$ cat config.mk
export PLATFORM = sky130hd
export DESIGN_NAME = i2c_slave_port_flat
export DESIGN_NICKNAME = d
export VERILOG_FILES = /design/src/rtl/i2c_slave_pkg.sv /design/src/rtl/i2c_slave_port_if.sv /design/src/rtl/i2c_line_filter.sv /design/src/rtl/i2c_slave_port.sv /design/src/flat_wrapper.sv
export SDC_FILE = /design/constraint.sdc
export NUM_CORES = 1
export LEC_CHECK = 0
export BUFFER_PORTS_ARGS = -buffer_cell sky130_fd_sc_hd__buf_2
export CORE_UTILIZATION = 51
export CTS_BUF_LIST = sky130_fd_sc_hd__clkbuf_4 sky130_fd_sc_hd__clkbuf_8
export DETAILED_ROUTE_END_ITERATION = 16
export PLACE_DENSITY = 0.79
export RECOVER_POWER = 100
export SLEW_MARGIN = 20
export SYNTH_ARGS = -nofsm -noshare
export SYNTH_HDL_FRONTEND = slang
export SYNTH_HIERARCHICAL = 1
export SYNTH_SLANG_ARGS = --single-unit
$ cat constraint.sdc
create_clock -name clock -period 5.3 [get_ports clock]
set_clock_uncertainty 0.2 [all_clocks]
set_input_delay 0 -clock clock [delete_from_list [all_inputs] [get_ports clock]]
set_output_delay 0 -clock clock [all_outputs]
set_load 0.1 [all_outputs]
$ cat src/rtl/i2c_slave_pkg.sv
`default_nettype none
// i2c_slave_pkg: shared state encoding and constants for the I2C responder.
package i2c_slave_pkg;

  typedef enum logic [2:0] {
    IDLE,
    ADDR,
    ADDR_ACK,
    WR_DATA,
    WR_ACK,
    RD_LOAD,
    RD_DATA,
    RD_ACK
  } i2c_slv_state_e;

  localparam int         BIT_CNT_W    = 3;
  localparam logic       ACK          = 1'b0;
  localparam logic       NACK         = 1'b1;
  localparam logic [6:0] DEFAULT_ADDR = 7'h50;

endpackage
`default_nettype wire

$ cat src/rtl/i2c_slave_port_if.sv
`default_nettype none
// i2c_slave_port_if: pad pairs plus local byte write/read streams of the I2C responder.
interface i2c_slave_port_if;

  logic       scl_i;
  logic       sda_i;
  logic       scl_o;
  logic       scl_t;
  logic       sda_o;
  logic       sda_t;
  logic       wr_vld;
  logic [7:0] wr_data;
  logic       wr_first;
  logic       rd_req;
  logic       rd_vld;
  logic [7:0] rd_data;
  logic       rd_miss;
  logic       start_det;
  logic       stop_det;
  logic       busy;

  modport slave (
    input  scl_i, sda_i, rd_vld, rd_data,
    output scl_o, scl_t, sda_o, sda_t, wr_vld, wr_data, wr_first,
           rd_req, rd_miss, start_det, stop_det, busy
  );

  modport master (
    output scl_i, sda_i, rd_vld, rd_data,
    input  scl_o, scl_t, sda_o, sda_t, wr_vld, wr_data, wr_first,
           rd_req, rd_miss, start_det, stop_det, busy
  );

endinterface
`default_nettype wire

$ cat src/rtl/i2c_line_filter.sv
`default_nettype none
// i2c_line_filter: 2-flop synchronizer, FILTER-sample debounce and registered edge pulses.
module i2c_line_filter #(
  parameter int FILTER = 3
) (
  input  wire  clock,
  input  wire  rst,
  input  wire  pad,
  output logic level,
  output logic rise,
  output logic fall
);

  logic       sync1;
  logic       sync2;
  logic [3:0] cnt;

  // Idle bus level is high, so reset to 1 to avoid a false edge after reset.
  always_ff @(posedge clock or posedge rst) begin
    if (rst) begin
      sync1 <= 1'b1;
      sync2 <= 1'b1;
      level <= 1'b1;
      cnt   <= 4'd0;
      rise  <= 1'b0;
      fall  <= 1'b0;
    end else begin
      sync1 <= pad;
      sync2 <= sync1;
      rise  <= 1'b0;
      fall  <= 1'b0;
      if (sync2 == level) begin
        cnt <= 4'd0;
      end else if (cnt == 4'(FILTER - 1)) begin
        level <= sync2;
        cnt   <= 4'd0;
        rise  <= sync2;
        fall  <= ~sync2;
      end else begin
        cnt <= cnt + 4'd1;
      end
    end
  end

endmodule
`default_nettype wire

$ cat src/rtl/i2c_slave_port.sv
`default_nettype none
// i2c_slave_port: I2C responder with 7-bit address match, byte write stream and byte read source.
// Build option: I2C_SLAVE_STRETCH_EN holds SCL low while waiting for a late read byte.
module i2c_slave_port
  import i2c_slave_pkg::*;
#(
  parameter logic [6:0] SLAVE_ADDR = DEFAULT_ADDR,
  parameter int         FILTER     = 3,
  parameter int         TSU        = 4
) (
  input wire              clock,
  input wire              rst,
  i2c_slave_port_if.slave bus
);

  logic scl_lvl, scl_rise, scl_fall;
  logic sda_lvl, sda_rise, sda_fall;

  i2c_slv_state_e       state;
  logic [BIT_CNT_W-1:0] bit_cnt;
  logic [6:0]           shreg;
  logic [7:0]           tx_sh;
  logic                 rw, first, ack_on, tx_have, rd_wait;
  logic                 sda_t_r, wr_vld_r, wr_first_r, rd_req_r, start_r, stop_r, busy_r;
  logic [7:0]           wr_data_r;

  logic       take;
  logic [7:0] next_byte;
  logic       start_cond, stop_cond;

`ifdef I2C_SLAVE_STRETCH_EN
  logic       scl_t_r;
  logic       stretch;
  logic [7:0] tsu_cnt;
`else
  logic       rd_miss_r;
`endif

  i2c_line_filter #(.FILTER(FILTER)) u_scl_filter (
    .clock (clock), .rst (rst), .pad (bus.scl_i),
    .level (scl_lvl), .rise (scl_rise), .fall (scl_fall)
  );

  i2c_line_filter #(.FILTER(FILTER)) u_sda_filter (
    .clock (clock), .rst (rst), .pad (bus.sda_i),
    .level (sda_lvl), .rise (sda_rise), .fall (sda_fall)
  );

  assign start_cond = sda_fall & scl_lvl;
  assign stop_cond  = sda_rise & scl_lvl;
  assign take       = bus.rd_vld & rd_wait & ~tx_have;
  assign next_byte  = tx_have ? tx_sh : bus.rd_data;

  always_ff @(posedge clock or posedge rst) begin
    if (rst) begin
      state      <= IDLE;
      bit_cnt    <= '0;
      shreg      <= 7'd0;
      tx_sh      <= 8'd0;
      rw         <= 1'b0;
      first      <= 1'b0;
      ack_on     <= 1'b0;
      tx_have    <= 1'b0;
      rd_wait    <= 1'b0;
      sda_t_r    <= 1'b0;
      wr_vld_r   <= 1'b0;
      wr_data_r  <= 8'd0;
      wr_first_r <= 1'b0;
      rd_req_r   <= 1'b0;
      start_r    <= 1'b0;
      stop_r     <= 1'b0;
      busy_r     <= 1'b0;
`ifdef I2C_SLAVE_STRETCH_EN
      scl_t_r    <= 1'b0;
      stretch    <= 1'b0;
      tsu_cnt    <= 8'd0;
`else
      rd_miss_r  <= 1'b0;
`endif
    end else begin
      wr_vld_r   <= 1'b0;
      wr_first_r <= 1'b0;
      rd_req_r   <= 1'b0;
      start_r    <= 1'b0;
      stop_r     <= 1'b0;
`ifndef I2C_SLAVE_STRETCH_EN
      rd_miss_r  <= 1'b0;
`endif
      if (stop_cond || start_cond) begin
        // Bus conditions win over any data edge seen in the same cycle.
        state   <= stop_cond ? IDLE : ADDR;
        start_r <= ~stop_cond;
        stop_r  <= stop_cond;
        bit_cnt <= '0;
        sda_t_r <= 1'b0;
        busy_r  <= 1'b0;
        ack_on  <= 1'b0;
        tx_have <= 1'b0;
        rd_wait <= 1'b0;
`ifdef I2C_SLAVE_STRETCH_EN
        scl_t_r <= 1'b0;
        stretch <= 1'b0;
`endif
      end else begin
        case (state)
          IDLE: ;
          ADDR, WR_DATA: begin
            if (scl_rise) begin
              shreg   <= {shreg[5:0], sda_lvl};
              bit_cnt <= bit_cnt + 1'b1;
              if (&bit_cnt) begin
                ack_on <= 1'b0;
                if (state == WR_DATA) begin
                  wr_vld_r   <= 1'b1;
                  wr_data_r  <= {shreg, sda_lvl};
                  wr_first_r <= first;
                  first      <= 1'b0;
                  state      <= WR_ACK;
                end else if (shreg == SLAVE_ADDR) begin
                  rw     <= sda_lvl;
                  first  <= 1'b1;
                  busy_r <= 1'b1;
                  state  <= ADDR_ACK;
                end else begin
                  state <= IDLE;
                end
              end
            end
          end
          ADDR_ACK, WR_ACK: begin
            if (scl_fall) begin
              ack_on  <= ~ack_on;
              sda_t_r <= ~ack_on;
              if (ack_on) begin
                bit_cnt <= '0;
                state   <= WR_DATA;
              end
            end else if (scl_rise && ack_on && rw && state == ADDR_ACK) begin
              // Read: request the first byte during the ACK high phase; the ACK
              // drive is replaced by the MSB at the following SCL fall.
              rd_req_r <= 1'b1;
              rd_wait  <= 1'b1;
              ack_on   <= 1'b0;
              state    <= RD_LOAD;
            end
          end
          RD_LOAD: begin
            if (take) begin
              tx_sh   <= bus.rd_data;
              tx_have <= 1'b1;
              rd_wait <= 1'b0;
            end
`ifdef I2C_SLAVE_STRETCH_EN
            if (stretch) begin
              if (take) begin
                sda_t_r <= ~bus.rd_data[7];
                tsu_cnt <= 8'(TSU);
              end else if (tx_have) begin
                if (tsu_cnt <= 8'd1) begin
                  scl_t_r <= 1'b0;
                  stretch <= 1'b0;
                  tx_have <= 1'b0;
                  bit_cnt <= '0;
                  state   <= RD_DATA;
                end else begin
                  tsu_cnt <= tsu_cnt - 8'd1;
                end
              end
            end else if (scl_fall) begin
              if (tx_have || take) begin
                sda_t_r <= ~next_byte[7];
                tx_sh   <= next_byte;
                tx_have <= 1'b0;
                bit_cnt <= '0;
                state   <= RD_DATA;
              end else begin
                scl_t_r <= 1'b1;
                stretch <= 1'b1;
                sda_t_r <= 1'b0;
              end
            end
`else
            if (scl_fall) begin
              bit_cnt <= '0;
              tx_have <= 1'b0;
              state   <= RD_DATA;
              if (tx_have || take) begin
                sda_t_r <= ~next_byte[7];
                tx_sh   <= next_byte;
              end else begin
                sda_t_r   <= 1'b0;
                tx_sh     <= 8'hFF;
                rd_miss_r <= 1'b1;
                rd_wait   <= 1'b0;
              end
            end
`endif
          end
          RD_DATA: begin
            if (scl_fall) begin
              bit_cnt <= bit_cnt + 1'b1;
              if (&bit_cnt) begin
                sda_t_r <= 1'b0;
                state   <= RD_ACK;
              end else begin
                sda_t_r <= ~tx_sh[6];
                tx_sh   <= {tx_sh[6:0], 1'b1};
              end
            end
          end
          RD_ACK: begin
            if (scl_rise) begin
              if (sda_lvl == ACK) begin
                rd_req_r <= 1'b1;
                rd_wait  <= 1'b1;
                state    <= RD_LOAD;
              end else begin
                state <= IDLE;
              end
            end
          end
          default: state <= IDLE;
        endcase
      end
    end
  end

  assign bus.scl_o     = 1'b0;
  assign bus.sda_o     = 1'b0;
  assign bus.sda_t     = sda_t_r;
  assign bus.wr_vld    = wr_vld_r;
  assign bus.wr_data   = wr_data_r;
  assign bus.wr_first  = wr_first_r;
  assign bus.rd_req    = rd_req_r;
  assign bus.start_det = start_r;
  assign bus.stop_det  = stop_r;
  assign bus.busy      = busy_r;
`ifdef I2C_SLAVE_STRETCH_EN
  assign bus.scl_t     = scl_t_r;
  assign bus.rd_miss   = 1'b0;
`else
  assign bus.scl_t     = 1'b0;
  assign bus.rd_miss   = rd_miss_r;
`endif

endmodule
`default_nettype wire

$ cat src/flat_wrapper.sv
// flat-port wrapper written by rule: the top's interface ports become plain ports
module i2c_slave_port_flat import i2c_slave_pkg::*;
#(
  parameter logic [6:0] SLAVE_ADDR = DEFAULT_ADDR,
  parameter int         FILTER     = 3,
  parameter int         TSU        = 4
)
  (clock, rst, bus_scl_i, bus_sda_i, bus_rd_vld, bus_rd_data, bus_scl_o, bus_scl_t, bus_sda_o, bus_sda_t, bus_wr_vld, bus_wr_data, bus_wr_first, bus_rd_req, bus_rd_miss, bus_start_det, bus_stop_det, bus_busy);
  i2c_slave_port_if bus_i ();
  input wire clock;
  input wire rst;
  input wire logic [$bits(bus_i.scl_i)-1:0] bus_scl_i;
  input wire logic [$bits(bus_i.sda_i)-1:0] bus_sda_i;
  input wire logic [$bits(bus_i.rd_vld)-1:0] bus_rd_vld;
  input wire logic [$bits(bus_i.rd_data)-1:0] bus_rd_data;
  output wire logic [$bits(bus_i.scl_o)-1:0] bus_scl_o;
  output wire logic [$bits(bus_i.scl_t)-1:0] bus_scl_t;
  output wire logic [$bits(bus_i.sda_o)-1:0] bus_sda_o;
  output wire logic [$bits(bus_i.sda_t)-1:0] bus_sda_t;
  output wire logic [$bits(bus_i.wr_vld)-1:0] bus_wr_vld;
  output wire logic [$bits(bus_i.wr_data)-1:0] bus_wr_data;
  output wire logic [$bits(bus_i.wr_first)-1:0] bus_wr_first;
  output wire logic [$bits(bus_i.rd_req)-1:0] bus_rd_req;
  output wire logic [$bits(bus_i.rd_miss)-1:0] bus_rd_miss;
  output wire logic [$bits(bus_i.start_det)-1:0] bus_start_det;
  output wire logic [$bits(bus_i.stop_det)-1:0] bus_stop_det;
  output wire logic [$bits(bus_i.busy)-1:0] bus_busy;
  assign bus_i.scl_i = bus_scl_i;
  assign bus_i.sda_i = bus_sda_i;
  assign bus_i.rd_vld = bus_rd_vld;
  assign bus_i.rd_data = bus_rd_data;
  assign bus_scl_o = bus_i.scl_o;
  assign bus_scl_t = bus_i.scl_t;
  assign bus_sda_o = bus_i.sda_o;
  assign bus_sda_t = bus_i.sda_t;
  assign bus_wr_vld = bus_i.wr_vld;
  assign bus_wr_data = bus_i.wr_data;
  assign bus_wr_first = bus_i.wr_first;
  assign bus_rd_req = bus_i.rd_req;
  assign bus_rd_miss = bus_i.rd_miss;
  assign bus_start_det = bus_i.start_det;
  assign bus_stop_det = bus_i.stop_det;
  assign bus_busy = bus_i.busy;
  i2c_slave_port #(.SLAVE_ADDR(SLAVE_ADDR), .FILTER(FILTER), .TSU(TSU)) u_core (.clock(clock), .rst(rst), .bus(bus_i));
endmodule
# After elaboration in Yosys (flattened, before gate mapping)

Index checks and enable logic that the tools add are counted.

Register bits after elaboration: 60
Input bits: 13
Output and inout bits: 19
Logic and storage cells: 211

Add/sub/neg operators: 3
Eq/ne operators: 30
Multiplexer cells: 96
Bitwise logic cells: 15
Reductions and logical operators: 36

Operators by type and width:

| cell                | count |
|---|---|
| $mux 1              | 60 |
| $mux 3              | 18 |
| $mux 8              | 6 |
| $ne 3x2->1 const B  | 8 |
| $mux 4              | 4 |
| $pmux 8 s2          | 1 |
| $pmux 3 s5          | 1 |
| $reduce_and 5->1    | 3 |
| $reduce_and 7->1    | 2 |
| $reduce_bool 2->1   | 7 |
| $eq 3x3->1 const B  | 4 |
| $ne 3x1->1 const B  | 4 |
| $pmux 3 s4          | 1 |
| $reduce_and 6->1    | 2 |
| $not 1->1           | 11 |
| $reduce_and 9->1    | 1 |
| $add 4x1->4 const B | 2 |
| $eq 4x2->1 const B  | 2 |
| $ne 4x2->1 const B  | 2 |
| $reduce_and 4->1    | 2 |
| $reduce_and 8->1    | 1 |
| $reduce_bool 4->1   | 2 |
| $eq 7x7->1 const B  | 1 |
| $eq 3x2->1 const B  | 2 |
| other kinds (18)    | 33 |

# Logic depth before layout (Yosys ltp)

Gate-level depths: netlist of the first run.

Word-level depth: 7
Mapped depth: 7

# Cells and area by module

Netlist of the first run, hierarchy kept.

Modules (own cells, without submodules):

| module          | instances | cells each | area each (um2) | sequential area each (um2) |
|---|---|---|---|---|
| i2c_slave_port  | 1         | 227        | 2301.0          | 1051.0 |
| i2c_line_filter | 2         | 27         | 352.8           | 229.0 |

# Least setup slack after synthesis of the first run

No wires, ideal clock.

Path kind: reg-to-reg
Start: register u_core.bit_cnt[0]
End: register u_core.state[0]
Setup time: 126 ps
Arrival time: 1690 ps
Path slack: 3284 ps
Cell stages (with the launch flop): 7
Period minus slack after synthesis: 2016 ps
Cell sequence: dfrtp_1 ha_1 ha_1 and2_1 o2111ai_1 a22oi_2 o32a_1

Word-level cells in the longest chain between the ends: 3
Elaborated cells on any way between the ends: 4
Classes of those cells: 2 x eq/ne; 2 x reduce/logical

Ends and longest elaborated chain:

| item                                  | line                                         | source |
|---|---|---|
| start, declared                       | i2c_slave_port.sv:20                         | `logic [BIT_CNT_W-1:0] bit_cnt;` |
| start signal, assigned                | i2c_slave_port.sv:110                        | `bit_cnt <= bit_cnt + 1'b1;` |
| start signal, assigned                | i2c_slave_port.sv:201                        | `bit_cnt <= bit_cnt + 1'b1;` |
| $reduce_and 3->1 (*)                  | i2c_slave_port.sv:111, i2c_slave_port.sv:202 |  |
| $ne 3x1->1 (no source line)           | -                                            |  |
| $reduce_and 9->1 (no source line) (*) | -                                            |  |
| end signal, assigned                  | i2c_slave_port.sv:91                         | `state <= stop_cond ? IDLE : ADDR;` |
| end, declared                         | i2c_slave_port.sv:19                         | `i2c_slv_state_e state;` |

Mark *: on every way between the ends. The rest lies on a longest branch, timed or not.
A chain may end at the register's enable or synchronous reset.

# Final worst setup path of the first run

Start: register u_core.state[2]
End: register u_core.tx_sh[2]

Word-level cells in the longest chain between the ends: 3
Elaborated cells on any way between the ends: 9
Classes of those cells: 6 x eq/ne; 1 x mux; 2 x reduce/logical

Ends and longest elaborated chain:

| item                                                | line                  | source |
|---|---|---|
| $eq 3x3->1                                          | i2c_slave_port.sv:105 | `case (state)` |
| $ne 4x4->1 (no source line) (tied with other cells) | -                     |  |
| $reduce_and 6->1 (no source line)                   | -                     |  |
| end signal, assigned                                | i2c_slave_port.sv:149 | `tx_sh <= bus.rd_data;` |
| end signal, assigned                                | i2c_slave_port.sv:189 | `tx_sh <= next_byte;` |
| end signal, assigned                                | i2c_slave_port.sv:207 | `tx_sh <= {tx_sh[6:0], 1'b1};` |
| end, declared                                       | i2c_slave_port.sv:22  | `logic [7:0] tx_sh;` |

Several ways; a longest one is shown, not always the timed one.

==> impl.org, run 1 <==
** Routing
- Vias per Instance :: 5.48
- Total iterations of the first detailed-routing run :: 4
- After detailed routing, the number of remaining DRC violations is 0.
- Detailed routing inserted a total of 2,171 vias.
- After the first detailed-routing iteration, the DRC count stood at 139.
- In this run the remaining antenna-violating nets after routing total 0.
- Final wirelength :: 5750 µm
- Wire per inst :: 14.5 µm

** Synth
- Cell Area, Synth :: 3010 µm²
- The synthesized design contains 60 register bits.
- Top area cells in the synthesized netlist :: sky130_fd_sc_hd__dfrtp_1, sky130_fd_sc_hd__mux2_2, sky130_fd_sc_hd__dfstp_2
- Counting flops with a built-in enable in the synthesized netlist gives 0.
- Post-synthesis async set-or-reset flop share :: 1.00
- Yosys printed 6 warnings.
- Mean instance size in the synthesized netlist :: 10.7 µm²
- Dominant cell type by area after synthesis :: sky130_fd_sc_hd__dfrtp_1
- Cell variety after synth :: 54
- Most used standard cell by instance count after synthesis :: sky130_fd_sc_hd__dfrtp_1
- Most common flop cell mapped by yosys :: sky130_fd_sc_hd__dfrtp_1
- Of the synthesized area, sequential elements account for 0.502.
- In the synthesized netlist, the number of instances is 281.
- Synth cell count leaders :: sky130_fd_sc_hd__dfrtp_1, sky130_fd_sc_hd__nor2_1, sky130_fd_sc_hd__mux2_2, sky130_fd_sc_hd__o21ai_0, sky130_fd_sc_hd__nand2_1
- Top-area cell type share of the netlist area :: 0.449

** Die
- Starting density of the core :: 0.536
- The core region is 5610 µm².
- Area of the die :: 6210 µm²
- I/O pin total :: 32
- Row Count :: 27
- In this run the vertical extent of the chip is 78.8 µm.
- Horizontal extent of the die :: 78.8 µm

** Timing
- The worst pin sits at a relative slew slack of -0.479.
- Setup violations remaining at the end of the flow were counted as 0.
- Setup repair after global routing left no endpoint under its margin.
- Count of final max-slew check failures :: 43
- The routed design could run at a clock period as short as 2.61 ns.
- The final-report hold violation count came to 0.
- Static timing analysis puts the maximum clock frequency at 384 MHz.
- For the pin with the worst max-slew slack, the measured transition is 2.22 ns.
- Setup_tns :: 0 ns
- Dividing the final minimum period by the clock period gives 0.492.

** Place
- Count of port buffers added during placement :: 28
- At the end of routability-driven placement, the weighted congestion stood at 0.892.
- Placed wire-length estimate after detailed placement :: 3760 µm

** Global routing
- Global-route wire length before repair :: 9560 µm
- Vias in the first global route :: 2,032
- For this run, the total global-route usage over all layers was measured as 0.204.
- Entering global routing, the biggest net connects 43 pins.
- Final global-route overflow total :: 0
- The number of antenna violations at the first check in global routing was 0.

** Critical path
- STA classifies the critical path startpoint as a register.
- The critical path in this run is classified as register to register.
- RR Startpoint :: u_core/state[2]
- Cells along the critical path :: nand3b_1 > o21ai_0 > mux2_2
- For this run, the slowest stage of the critical path takes 0.86 ns.
- For this design, the slowest cell found on the critical path is sky130_fd_sc_hd__o21ai_0.
- Counting buffers and inverters, the worst setup path is 3 cells deep.
- CP max FO :: 20
- Worst Path Buf+Inv :: 0
- Crit. End Element :: register
- Kind of cell with the highest combined delay on the critical path :: compound AO/OA/AOI/OAI gates
- At the worst endpoint, the required time is 5.33 ns.
- The worst register-to-register path has a depth of 3.
- Worst EP arrival :: 2.64 ns
- Capture instance of the worst register-to-register path :: u_core/tx_sh[2]
- Slack of the worst reg-to-reg path :: 2.69 ns

** Min path
- Kind of path behind the tightest hold check :: input port to register
- The startpoint identified for the worst hold timing path is bus_rd_data[7].
- The path with the worst hold slack has its endpoint at u_core/tx_sh[7].
- Number of stages on the worst hold path :: 5

** Clocking
- Post-CTS sizing :: 0
- Depth of the CTS H-tree :: 3
- Number of buffers added to fix hold violations after cts :: 12
- At the later pin of the worst-skew pair, clock insertion delay measures 0.34 ns.
- TritonCTS built the clock tree.
- Clock tree synthesis inserted a total of 9 buffers.
- Buffers added to address setup during post-CTS repair amount to 0.
- In this run the clock root is driven by a sky130_fd_sc_hd__clkbuf_8.
- CTS max path bufs :: 2
- Sinks on Clock Net :: 60
- After clock tree synthesis, the clock-pin slew on the worst setup and hold paths is 0.07 ns.

** Run status
- The final reports fail on max-capacitance violations, max-slew violations.
- Result of the run :: finished, violations left

** Pwr
- Post-layout power :: 0.00109 W
- Power spread over the standard cell area amounts to 326 nW/µm².
- Across the VDD grid, the largest voltage drop is 181 µV.
- Cell leakage power :: 1.51 nW

** Cells and area
- Final antenna diode count :: 0
- Counting the fill cells in the layout gives 489.
- The sequential cells in the finished layout cover a total of 1510 µm².
- The area growth from synthesis to layout is 11.7%.
- Once layout is complete, the utilization of the core stands at 0.599.
- In the final layout, the multi-input gates occupy 1310 µm².
- Of the cells placed in the final design, the portion with a size suffix greater than 1 is 0.182.
- Final layout net count :: 334

** Flow run
- Max-cap viol count :: 1
-- cell type report --
| type | count | share of cell area |
|---|---|---|
| Tap cell | 72 | 0.0268 |
| Timing Repair Buffer | 41 | 0.0727 |
| Clock buffer | 13 | 0.0477 |
| Clock inverter | 3 | 0.00447 |
| Sequential cell | 60 | 0.449 |
| Multi-Input combinational cell | 199 | 0.390 |
| Inverter | 8 | 0.00895 |
-- per-layer routing --
layer  share of wire  global-route usage
met5               0                   0
met4           0.018              0.0944
met3           0.050              0.0540
met2            0.46               0.315
met1            0.47               0.268
-- cell usage in the layout, fill, tap and decap left out, types with 2 or more instances in the layout --
| master | netlist | final |
|---|---|---|
| sky130_fd_sc_hd__a211oi_1 | 4 | 4 |
| sky130_fd_sc_hd__a21oi_1 | 8 | 8 |
| sky130_fd_sc_hd__a221oi_1 | 2 | 2 |
| sky130_fd_sc_hd__and2_0 | 0 | 4 |
| sky130_fd_sc_hd__and2_1 | 6 | 3 |
| sky130_fd_sc_hd__and2b_1 | 2 | 2 |
| sky130_fd_sc_hd__and3_1 | 2 | 2 |
| sky130_fd_sc_hd__buf_2 | 6 | 12 |
| sky130_fd_sc_hd__clkbuf_1 | 4 | 17 |
| sky130_fd_sc_hd__clkbuf_4 | 0 | 3 |
| sky130_fd_sc_hd__clkbuf_8 | 0 | 10 |
| sky130_fd_sc_hd__clkinv_2 | 0 | 3 |
| sky130_fd_sc_hd__conb_1 | 1 | 3 |
| sky130_fd_sc_hd__dfrtp_1 | 54 | 54 |
| sky130_fd_sc_hd__dfstp_1 | 0 | 2 |
| sky130_fd_sc_hd__dfstp_2 | 6 | 4 |
| sky130_fd_sc_hd__dlygate4sd3_1 | 0 | 12 |
| sky130_fd_sc_hd__ha_1 | 2 | 2 |
| sky130_fd_sc_hd__inv_1 | 8 | 8 |
| sky130_fd_sc_hd__mux2_1 | 1 | 4 |
| sky130_fd_sc_hd__mux2_2 | 24 | 23 |
| sky130_fd_sc_hd__mux2i_1 | 4 | 4 |
| sky130_fd_sc_hd__nand2_1 | 22 | 23 |
| sky130_fd_sc_hd__nand2b_1 | 6 | 6 |
| sky130_fd_sc_hd__nand3_1 | 7 | 7 |
| sky130_fd_sc_hd__nand3b_1 | 2 | 3 |
| sky130_fd_sc_hd__nand4_1 | 0 | 2 |
| sky130_fd_sc_hd__nor2_1 | 25 | 25 |
| sky130_fd_sc_hd__nor2b_1 | 5 | 6 |
| sky130_fd_sc_hd__nor3_1 | 6 | 6 |
| sky130_fd_sc_hd__nor3b_1 | 4 | 5 |
| sky130_fd_sc_hd__o2111ai_1 | 3 | 3 |
| sky130_fd_sc_hd__o21ai_0 | 24 | 26 |
| sky130_fd_sc_hd__o31ai_1 | 2 | 2 |
| sky130_fd_sc_hd__xnor2_1 | 3 | 3 |
| sky130_fd_sc_hd__xor2_1 | 4 | 4 |
-- flip-flops by register name, indices dropped and copies added, names as in the netlist, 3 cells and up --
| name | cells |
|---|---|
| u_core/bus.wr_data | 8 |
| u_core/tx_sh | 8 |
| u_core/shreg | 7 |
| u_core/u_scl_filter/cnt | 4 |
| u_core/u_sda_filter/cnt | 4 |
| u_core/bit_cnt | 3 |
| u_core/state | 3 |
-- how the worst max path moves through the flow --
stage          slack [ns]               from              end
2_1_floorplan        3.28  u_core/bit_cnt[0]  u_core/state[0]
6_report             2.69    u_core/state[2]  u_core/tx_sh[2]
3_3_place_gp         2.98    u_core/state[2]        u_core/rw
5_1_grt              2.24                rst        u_core/rw
3_5_place_dp         2.87    u_core/state[0]        u_core/rw
4_1_cts              2.84    u_core/state[0]        u_core/rw
-- worst min-delay path, cell delays in order --
cell and delay (ns):
sky130_fd_sc_hd__buf_2 0.09, sky130_fd_sc_hd__inv_1 0.03, sky130_fd_sc_hd__mux2i_1 0.11, sky130_fd_sc_hd__mux2_2 0.15, sky130_fd_sc_hd__mux2_2 0.13
-- report_power, final --
group          leakage, nW  internal, W  switching (W)
sequential           0.809     0.000501      0.0000565
clock               0.0974     0.000196       0.000169
combinational        0.600    0.0000604       0.000111
-- per-stage QoR --
stage / hold slack (ns) / worst slack [ns] / cells / cell area [µm²]
5_1_grt: 0.0504 / 2.24 / 396 / 3360
3_3_place_gp: -0.215 / 2.98 / 368 / 3160
3_5_place_dp: -0.212 / 2.87 / 368 / 3160
4_1_cts: 0.00201 / 2.84 / 396 / 3450
2_1_floorplan: -0.374 / 3.28 / 283 / 3010
6_report: 0.00994 / 2.69 / 396 / 3360
-- logic make-up (layout without fill, tap and decap cells) --
logic type,after synthesis,in the layout,share of synthesized area
other,1,3,0.00125
XOR/XNOR,7,7,0.0204
adder cells (fa/ha/maj),3,3,0.0117
AO/OA/AOI/OAI,56,56,0.121
multiplexers,31,31,0.117
flip-flops,60,60,0.502
AND/OR/NAND/NOR,99,99,0.186
buffers and inverters,24,65,0.0412
Power figures use the tool's default switching activity.
==> inputs of run 2 (changes only) <==
--- a/config.mk
+++ b/config.mk
@@ -5,6 +5,7 @@
 export SDC_FILE = /design/constraint.sdc
 export NUM_CORES = 1
 export LEC_CHECK = 0
+export ABC_AREA = 1
 export BUFFER_PORTS_ARGS = -buffer_cell sky130_fd_sc_hd__buf_2
 export CORE_UTILIZATION = 51
 export CTS_BUF_LIST = sky130_fd_sc_hd__clkbuf_4 sky130_fd_sc_hd__clkbuf_8
==> constraint.sdc (replaced) <==
create_clock -name clock -period 2.6 [get_ports clock]
set_clock_uncertainty 0.2 [all_clocks]
set_input_delay 0 -clock clock [delete_from_list [all_inputs] [get_ports clock]]
set_output_delay 0 -clock clock [all_outputs]
set_load 0.1 [all_outputs]
==> run 2 against run 1 <==
Effect of this change: critical endpoint is now u_core/bit_cnt[0]; register-to-register slack lost 2.4 ns; non-clock buffer count increased by 2; largest cell class unchanged; highest routed layer unchanged; total power increased by 130%; the run now ends clean; wire length is 16% higher.
==> impl.org, run 2 <==
** Run status
- Result of the run :: complete, no violations

** Pwr
- VDD sags by at most 490 µV.
- The analysis attributes to cell leakage a power of 1.84 nW.
- Power Density :: 695 nW/µm²

** Timing
- Slew at the pin closest to its max-slew limit :: 1.18 ns
- The final-report hold violation count was 0.
- Final setup violating endpoints :: 0
- The worst path needs 2.32 ns of the cycle, external delays included.
- The worst pin sits at a relative slew slack of 0.216.
- Static timing analysis puts the maximum clock frequency at 430 MHz.
- Count of final max-slew check failures :: 0
- Worst hold slack :: 0.106 ns
- Setup repair after global routing left no endpoint under its margin.
- Setup_tns :: 0 ns
- Dividing the final minimum period by the clock period gives 0.893.

** Synth
- Most common flop cell mapped by yosys :: sky130_fd_sc_hd__dfrtp_1
- Each instance of the synthesized netlist takes up on average 7.60 µm².
- Number of synthesized flops with an enable pin :: 0
- Portion of the post-synthesis area used by sequential elements :: 0.488
- After synthesis, the cell types taking the most area are sky130_fd_sc_hd__dfrtp_1, sky130_fd_sc_hd__nand2_1, sky130_fd_sc_hd__nor2_1.
- In this run, synthesis produced a sequential element count of 60.
- The share of synthesized area in the top cell type comes to 0.437.
- Synth cell count leaders :: sky130_fd_sc_hd__nand2_1, sky130_fd_sc_hd__dfrtp_1, sky130_fd_sc_hd__nor2_1
- Most used standard cell by instance count after synthesis :: sky130_fd_sc_hd__nand2_1
- The Yosys step of the flow raised 6 warnings.
- Cell Area, Synth :: 3090 µm²
- sky130_fd_sc_hd__dfrtp_1 takes more of the synthesized area than any other cell.
- Post-synthesis async set-or-reset flop share :: 1.00
- After synthesis, the netlist uses 30 different library cells.
- Synthesized netlist cell count :: 407

** Routing
- For this block, the initial DRC count from the detailed router was 216.
- For this run, design rule violations remaining after detail routing come to 0.
- DRT antenna net count :: 0
- After detailed routing, the number of vias per cell comes to 5.13.
- Final wirelength :: 6640 µm
- After detailed routing, the average wire length per cell comes to 12.5 µm.
- The first TritonRoute pass finished after 5 iterations.
- Vias post-DR :: 2,726

** Place
- Port buffering added 28 buffers.
- Placer's final routability congestion estimate :: 0.925
- Placed wire-length estimate after detailed placement :: 4620 µm

** Die
- Starting density of the core :: 0.545
- The die is 79.9 µm wide.
- Row generation in the floorplan step produced 27 rows.
- Die height :: 79.9 µm
- Core Box Area :: 5680 µm²
- 32 I/O pins were placed.
- The die covers 6380 µm².

** Critical path
- Cell type of the slowest stage on the worst timing path :: sky130_fd_sc_hd__dfstp_1
- Worst Path Buf+Inv :: 1
- Cell occurring most often along the worst timing path :: sky130_fd_sc_hd__nand2_1
- Worst EP arrival :: 2.36 ns
- Data on the critical path is required at its endpoint by 2.64 ns.
- The critical path is of the register to register type.
- STA classifies the critical path startpoint as a register.
- Grouping stages by cell kind, the critical path spends the most delay in simple AND/OR/NAND/NOR gates.
- RR Startpoint :: u_core/u_scl_filter/level
- On the worst path, the slowest cell contributes a delay of 0.58 ns.
- The most critical setup path has its startpoint at u_core/u_scl_filter/level.
- STA classifies the critical path endpoint as a register.
- The signal on the critical path passes through nand2_1 > nand2_1 > inv_1 > nand2_1 > a21oi_1 > nor2_1 > nand2_1 > nand2_1 > nand2_1.
- Along the worst path, the maximum fanout reaches 13.

** Global routing
- Global-route wire length before repair :: 11,100 µm
- Entering global routing, the biggest net connects 43 pins.
- Final global-route overflow total :: 0
- The number of antenna violations at the first check in global routing was 0.
- GRT Resource Usage Total :: 0.231
- The via count of the first global-routing pass is 2,639.

** Clocking
- Number of buffers inserted by post-CTS setup repair :: 0
- Depth of the CTS H-tree :: 3
- TritonCTS created 9 clock buffers.
- CTS max path bufs :: 2
- TritonCTS built the clock tree.
- Number of buffers added to fix hold violations after cts :: 13
- Post-CTS sizing :: 0
- Sinks on Clock Net :: 60
- Clock tree root driver cell :: sky130_fd_sc_hd__clkbuf_8
- Clock Latency Late Sink :: 0.34 ns
- Clock slew at reported path FFs :: 0.07 ns

** Min path
- Kind of path behind the tightest hold check :: input port to register
- Start point of the worst hold path :: bus_sda_i

** Cells and area
- For this run, the post-layout net count is 469.
- Of the cells placed in the final design, the portion with a size suffix greater than 1 is 0.105.
- Most used cells in the layout excluding fill and tap cells :: sky130_fd_sc_hd__nand2_1, sky130_fd_sc_hd__dfrtp_1, sky130_fd_sc_hd__nor2_1
- Layout area overhead :: 16.4%
- Most frequent standard cell in the layout excluding fill and tap cells :: sky130_fd_sc_hd__nand2_1
- 0 antenna diodes ended up in the layout.

** Flow run
- Max-cap viol count :: 0
-- run 2: metal layers --
metal,GRT usage,up-vias,wire [µm]
met1,0.261,1249,2880
met2,0.397,96,3260
met5,0,-,0
li1,-,1373,-
met3,0.0811,8,446
met4,0.0911,0,62
-- run 2: layout make-up --
class                   instances  area, µm²
well taps                      72       90.1
inverters                      47        176
repair buffers                 43        259
clock buffers                  12        159
flip-flops and latches         60       1510
clock inverters                 4       72.6
multi-input cells             293       1330
fillers                       496       2080
-- run 2: report_power, final --
group	leakage [nW]	internal, W	total [W]	switching (W)
Sequential	0.797	0.00103	0.00115	0.000116
Clock	0.116	0.000601	0.000955	0.000354
Combinational	0.925	0.000129	0.000400	0.000271
-- run 2: kinds of logic after synthesis --
family          count (synthesis)  synth area share
other cells                     1           0.00121
flops                          60             0.488
simple gates                  244             0.352
compound gates                 44            0.0741
buf+inv                        56            0.0761
fa+ha+maj                       2           0.00809
-- run 2: final timing paths --
check                      cells after the start  slack, ns                         to
max                                            9       0.28          u_core/bit_cnt[0]
min                                            2       0.11  u_core/u_sda_filter/sync1
max reg2reg                                    9       0.28          u_core/bit_cnt[0]
min reg2reg                                    0       0.15  u_core/u_scl_filter/sync2
max in group asynchronous                      4       1.21            u_core/tx_sh[6]
min in group asynchronous                      4       0.35               u_core/first
-- run 2: per-stage QoR --
step	setup slack [ns]	util	area, µm²	power (W)	std cells
2_1_floorplan	0.726	-	3100	0.00146	409
3_3_place_gp	0.519	0.579	3290	0.00153	502
5_1_grt	0.133	0.634	3600	0.00265	531
3_5_place_dp	0.486	0.579	3290	0.00155	502
4_1_cts	0.465	0.643	3650	0.00253	531
6_report	0.277	0.634	3600	0.00250	531
